File: src/rtl/puf_eval_ctrl.sv
// puf_eval_ctrl: arbiter-PUF challenge sequencer with repeated evaluation and majority vote.
// Optional macro PUF_XOR_OUT_EN builds the XOR-reduced response output oxor.
module puf_eval_ctrl #(
   parameter int C_LENGTH      = 32,
   parameter int N_CHAINS      = 4,
   parameter int N_REPEAT      = 7,
   parameter int SETTLE_CYCLES = 8
) (
   input  logic                iclk,
   input  logic                irst_n,
   input  logic                istart,
   input  logic                iabort,
   input  logic [C_LENGTH-1:0] ichallenge,
   input  logic [N_CHAINS-1:0] iarb,
   output logic                ordy,
   output logic                opulse,
   output logic [C_LENGTH-1:0] ochallenge,
   output logic                ovalid,
   output logic [N_CHAINS-1:0] oresponse,
   output logic [N_CHAINS-1:0] ostable,
   output logic                oxor
);
   localparam int CW = $clog2(N_REPEAT + 1);
   localparam int PW = $clog2(SETTLE_CYCLES);
   localparam logic [2:0] IDLE   = 3'd0;
   localparam logic [2:0] RISE   = 3'd1;
   localparam logic [2:0] SAMPLE = 3'd2;
   localparam logic [2:0] FALL   = 3'd3;
   localparam logic [2:0] DONE   = 3'd4;

   logic [2:0]                   state_q, state_d;
   logic [PW-1:0]                phase_q, phase_d;
   logic [CW-1:0]                rep_q, rep_d;
   logic [N_CHAINS-1:0][CW-1:0]  ones_q, ones_d;
   logic [N_CHAINS-1:0]          sync1_q, sync2_q;
   logic [C_LENGTH-1:0]          chal_q;
   logic [N_CHAINS-1:0]          resp_q, resp_d, stab_q, stab_d;
   logic                         rdy_q, pulse_q, valid_q;
   logic                         accept, phase_end, upd;

   always_comb begin
      accept    = istart && state_q == IDLE;
      phase_end = phase_q == PW'(SETTLE_CYCLES - 1);
      state_d   = state_q;
      phase_d   = phase_q;
      rep_d     = rep_q;
      ones_d    = ones_q;
      upd       = 1'b0;
      for (int c = 0; c < N_CHAINS; c++) begin
         resp_d[c] = ones_q[c] > CW'(N_REPEAT / 2);
         stab_d[c] = ones_q[c] == '0 || ones_q[c] == CW'(N_REPEAT);
      end
      if (iabort && state_q != IDLE)
         state_d = IDLE;
      else
         case (state_q)
            IDLE: if (accept) begin
               state_d = RISE;
               phase_d = '0;
               rep_d   = '0;
               ones_d  = '0;
            end
            RISE: begin
               phase_d = phase_end ? '0 : phase_q + 1'b1;
               state_d = phase_end ? SAMPLE : RISE;
            end
            SAMPLE: begin
               for (int c = 0; c < N_CHAINS; c++)
                  ones_d[c] = ones_q[c] + CW'(sync2_q[c]);
               state_d = FALL;
            end
            FALL: begin
               phase_d = phase_end ? '0 : phase_q + 1'b1;
               if (phase_end) begin
                  upd     = rep_q == CW'(N_REPEAT - 1);
                  state_d = upd ? DONE : RISE;
                  rep_d   = upd ? rep_q : rep_q + 1'b1;
               end
            end
            default: state_d = IDLE;
         endcase
   end

   // Outputs are registered from the next state so they line up with the FSM cycle.
   always_ff @(posedge iclk or negedge irst_n) begin
      if (!irst_n) begin
         state_q <= IDLE;
         phase_q <= '0;
         rep_q   <= '0;
         ones_q  <= '0;
         sync1_q <= '0;
         sync2_q <= '0;
         chal_q  <= '0;
         resp_q  <= '0;
         stab_q  <= '0;
         rdy_q   <= 1'b1;
         pulse_q <= 1'b0;
         valid_q <= 1'b0;
      end else begin
         state_q <= state_d;
         phase_q <= phase_d;
         rep_q   <= rep_d;
         ones_q  <= ones_d;
         sync1_q <= iarb;
         sync2_q <= sync1_q;
         if (accept) chal_q <= ichallenge;
         if (upd) begin
            resp_q <= resp_d;
            stab_q <= stab_d;
         end
         rdy_q   <= state_d == IDLE;
         pulse_q <= state_d == RISE || state_d == SAMPLE;
         valid_q <= state_d == DONE;
      end
   end

`ifdef PUF_XOR_OUT_EN
   logic xor_q;
   always_ff @(posedge iclk or negedge irst_n) begin
      if (!irst_n) xor_q <= 1'b0;
      else if (upd) xor_q <= ^resp_d;
   end
   assign oxor = xor_q;
`else
   assign oxor = 1'b0;
`endif

   assign ordy       = rdy_q;
   assign opulse     = pulse_q;
   assign ochallenge = chal_q;
   assign ovalid     = valid_q;
   assign oresponse  = resp_q;
   assign ostable    = stab_q;
endmodule

File: config.mk
export PLATFORM = sky130hd
export DESIGN_NAME = puf_eval_ctrl
export DESIGN_NICKNAME = d
export VERILOG_FILES = /design/src/rtl/puf_eval_ctrl.sv
export SDC_FILE = /design/constraint.sdc
export NUM_CORES = 1
export LEC_CHECK = 0
export ABC_AREA = 1
export CORE_ASPECT_RATIO = 1.2
export CORE_MARGIN = 2
export CORE_UTILIZATION = 45
export CTS_BUF_LIST = sky130_fd_sc_hd__clkbuf_8 sky130_fd_sc_hd__clkbuf_16
export CTS_CLUSTER_DIAMETER = 200
export DETAILED_ROUTE_END_ITERATION = 12
export HOLD_SLACK_MARGIN = 0.15
export MAX_ROUTING_LAYER = met4
export PLACE_DENSITY = 0.79
export SYNTH_ARGS = -nofsm -noshare
export SYNTH_HDL_FRONTEND = slang
export SYNTH_SLANG_ARGS = --single-unit
File: constraint.sdc
create_clock -name iclk -period 4.4 [get_ports iclk]
set_input_delay 0.88 -clock iclk [delete_from_list [all_inputs] [get_ports iclk]]
set_output_delay 0.88 -clock iclk [all_outputs]
set_load 0.02 [all_outputs]
### Yosys cells after proc, flatten, opt, wreduce, memory -nomap -nowiden

Index checks and enable logic that the tools add are counted.

| operators by class | value |
|---|---|
| add/sub/neg operators | 6 |
| reduce and logical (&&, ||, !) cells | 21 |
| bitwise logic cells | 1 |
| mux-type cells | 17 |
| equality and inequality tests | 15 |
| magnitude comparators | 4 |

Operators with widths:

| cell | count |
|---|---|
| 2-to-1 mux 3 bit | 8 |
| case mux 12 bit (2 select lines) | 1 |
| == test 3 bit, second input constant | 7 |
| zero test 3 bit | 6 |
| adder 3 x 1 -> 3 bit | 4 |
| > comparator 3 x 2 -> 1 bit, second input constant | 4 |
| 2-to-1 mux 12 bit | 1 |
| case mux 3 bit (2 select lines) | 2 |
| case mux 3 bit (4 select lines) | 1 |
| == test 3 x 2 -> 1 bit, second input constant | 3 |
| adder 3 x 1 -> 3 bit, second input constant | 2 |
| == test 3 x 1 -> 1 bit, second input constant | 2 |
| != test 2 bit, second input constant | 3 |
| AND reduction 3 bit | 2 |
| nonzero test 2 bit | 3 |
| logical OR 1 bit | 5 |
| AND reduction 5 bit | 1 |
| 2-to-1 mux 1 bit | 3 |
| nonzero test 3 bit | 1 |
| logical AND 1 bit | 2 |
| 2-to-1 mux 2 bit | 1 |
| OR reduction 2 bit | 1 |
| NOT 1 bit | 1 |

| word-level totals | value |
|---|---|
| flip-flop bits (word level) | 72 |
| output and inout port bits | 44 |
| input bits | 40 |
| logic and storage cells | 79 |

### Depth between registers and ports, before layout

| logic depth | value |
|---|---|
| depth after elaboration | 7 |
| gate-level depth with buffers | 10 |
| gate-level depth less buffers | 10 |

### Worst setup path before layout

OpenSTA, ideal clock, no wires.

| path | value |
|---|---|
| kind | input-to-reg |
| start point | input istart |
| end point | register phase_q[0] |
| data required time | 4.284 ns |
| stages on the path | 5 |
| slack | 2.850 ns |
| buffers on the path | 0 |
| data arrival time | 1.434 ns |
| setup time | 0.116 ns |
| cell sequence | nand3_2 -> a21oi_1 -> nor2_1 -> nand2_1 -> nand2_1 |

| between the ends | value |
|---|---|
| longest elaborated chain between the ends | 3 |

Ends and longest elaborated chain:

| element | line | text |
|---|---|---|
| start, declared | 11 | `input logic istart,` |
| logical AND 1 bit | 42 | `accept = istart && state_q == IDLE;` |
| != test 2 bit (no source line) | -- |  |
| AND reduction 3 bit (no source line) | -- |  |
| end signal, assigned | 101 | `phase_q <= phase_d;` |
| end, declared | 32 | `logic [PW-1:0] phase_q, phase_d;` |

Every way passes these cells.
A chain may end at the register's enable or synchronous reset.

### Worst setup path after layout

Same ends and word-level chain as after synthesis.

==> results.txt <==
Row Count - 32
GRT Util Overall - 18.70%
Core area - 6486 um2
Syn Inst Count - 337
Resized Gates After CTS - 0
Top cell type's share of synthesized area - 58.56%
Synth warn - 0
LEAKAGE - 2.077 nW
H-tree depth - 3
Slew headroom - 23.33%
Clock skew - 0.007754 ns
Worst-path clk slew - 0.07 ns
Setup TNS - 0 ns
Final worst-path cycle share - 55.44%
Final hold vios - 0
CP Launch Type - input port
Synth area leaders - dfrtp_1 59%, nand2_1 20%, ha_1 4.9%
CTS tree - done
Critical Path RT - 4.64 ns
Clock Latency Late Sink - 0.34 ns
Flops & latches, synth - 72
DPL Wire Length - 4482 um
Initial DRC Count - 169
Starting density of the core - 46.78%
Via count of the first global-routing pass - 2379
Endpoints failing setup - 0
Power Density - 588.4 nW/um2
Syn Area/Cell - 9.003 um2
First-pass GRT wire length - 10450 um
P&R area growth vs syn - 36.54%
Nets - 474
Hold buffers post-CTS - 0
CTS Buffer Depth - 2
# DRC - 0
Grt ovf - 0
Final Non-Filler Cells - 511
Die width - 78.96 um
WL per Instance - 12.33 um
Max-slew violation count - 0
Mapped cell area - 3034 um2
Antenna Violating Nets Remaining - 0
Drt total wl - 6302 um
Max Cap Viol - 0
Worst-case reg-to-reg path depth - 6
Seq/Total Area, Yosys - 59.42%
Share of cells above drive strength 1 - 8.685%
Status - finished, final reports clean
Postcts setup bufs - 0
Via count - 2454
Via density - 4.802
Arr. time, crit path - 2.67 ns
RSZ-0062 raised after global routing - false
Predominant post-synthesis flop cell - dfrtp_1
RD Place Congestion - 0.8751
Crit end category - register
Number of detailed-route iterations in the first pass - 4
Yosys top cell by area - dfrtp_1
Netlist cell types - 24
Post-synth net total - 389
CP Class - in2reg
Post-synth ARST share - 100.0%
Initial antenna violation count - 0
RR Startpoint - state_q[0]
Hold path endpoint - sync2_q[2]
I/O pin count - 84
Critical Path Fanout Max - 33
Slew @ Worst Pin - 1.150 ns
F_max - 0.4100 GHz
Number of buffers created by CTS - 9
Die area - 7418 um2
CTS Root Cell - clkbuf_8
Min-delay src - sync1_q[2]
VDD IR max - 362.2 uV
Post-synth EDFFs - 0
Flop-to-flop setup slack - 2.37 ns
Largest net degree at the start of global routing - 54
Placed Instances - 496
Post-synth top cells - 161 x nand2_1, 71 x dfrtp_1, 20 x inv_1
Count leader, synth - nand2_1
Clk sinks - 72
Worst hold path type - reg2reg
Core Util, Final - 63.87%
Hold Crit Depth - 0
Die height - 93.95 um
Worst r2r dst - phase_q[0]
ANT cells - 0
Count of input and output buffers - 82
Min Clock Period, post-route - 2.439 ns
==> cells in the final DEF, fill, tap and decap left out <==
cell type | Yosys | routed
dfstp_2 | 1 | 1
buf_2 | 7 | 1
o21bai_1 | 1 | 1
dfrtp_1 | 71 | 71
conb_1 | 1 | 1
nand2_1 | 161 | 161
nor2_2 | 2 | 2
bufinv_16 | 0 | 3
nand3_2 | 1 | 1
or2_2 | 1 | 1
clkinv_4 | 0 | 1
nand3_1 | 14 | 14
ha_1 | 12 | 12
clkbuf_8 | 0 | 9
buf_4 | 2 | 2
inv_2 | 5 | 5
nand2_2 | 3 | 3
a21oi_1 | 5 | 5
o21ai_2 | 4 | 4
nand4_1 | 1 | 1
nor2_4 | 1 | 1
nor2_1 | 6 | 6
inv_1 | 20 | 20
o21ai_0 | 10 | 10
clkdlybuf4s50_1 | 0 | 81
o21ai_1 | 6 | 6
clkinv_2 | 0 | 2
nor3b_2 | 1 | 1
==> area by class of cell <==
class,count,area (um2)
Clock buffer,9,123.9
Sequential cell,72,1803
Inverter,25,93.84
Tap cell,85,106.4
Timing Repair Buffer,84,830.8
Clock inverter,6,108.9
Multi-Input combinational cell,230,1076
Fill cell,547,2344
==> registers in the layout (all words and copies together), names as in the netlist <==
| register | cells |
|---|---|
| rep_q | 3 |
| opulse | 1 |
| ochallenge | 32 |
| oresponse | 4 |
| ostable | 4 |
| phase_q | 3 |
| sync2_q | 4 |
| state_q | 3 |
| ovalid | 1 |
| sync1_q | 4 |
| ordy | 1 |
| ones_q | 12 |
==> critical path, stage by stage <==
cell and delay, ns:
clkdlybuf4s50_1 0.47, nand3_2 0.40, inv_2 0.59, nor2_1 0.17, nand2_1 0.10, nand2_1 0.05
==> per-stage QoR <==
step / total power, mW / hold WS [ns] / cell area, um2 / setup WS (ns)
after CTS: 2.460 / 0.3536 / 4143 / 1.956
after global routing: 2.581 / 0.3616 / 4143 / 1.779
after detailed placement: 1.841 / 0.3358 / 3910 / 1.605
final: 2.437 / 0.3484 / 4143 / 1.961
after floorplan: 1.412 / 0.3312 / 3034 / 2.850
after global placement: 1.825 / 0.3332 / 3910 / 1.659
==> worst max path at each step <==
stage | from | cells past startpoint | endpoint | slack, ns
floorplan | istart | 5 | phase_q[0] | 2.85
global placement | istart | 6 | phase_q[0] | 1.66
detailed placement | istart | 6 | phase_q[0] | 1.61
CTS | istart | 6 | phase_q[0] | 1.96
global route | istart | 6 | phase_q[0] | 1.78
finish | istart | 6 | phase_q[0] | 1.96
==> metal layers <==
metal	wire length, um	global-route usage [%]
met3	319	3.173
met4	174	9.914
met5	0	-
met1	2676	22.66
met2	3131	30.08
==> logic make-up (layout without fill, tap and decap cells) <==
| group | Yosys count | in the layout | share of synthesized area [%] |
|---|---|---|---|
| compound gates | 26 | 26 | 4.866 |
| buf+inv | 35 | 124 | 5.113 |
| flops | 72 | 72 | 59.42 |
| simple gates | 191 | 191 | 25.53 |
| fa+ha+maj | 12 | 12 | 4.948 |
| other cells | 1 | 1 | 0.1236 |
==> where the power goes <==
group / switching [mW] / internal (mW) / total [mW]
combinational: 0.499 / 0.394 / 0.893
sequential: 0.0994 / 0.837 / 0.937
clock: 0.235 / 0.372 / 0.608
total: 0.834 / 1.60 / 2.44
Power figures use the tool's default switching activity.
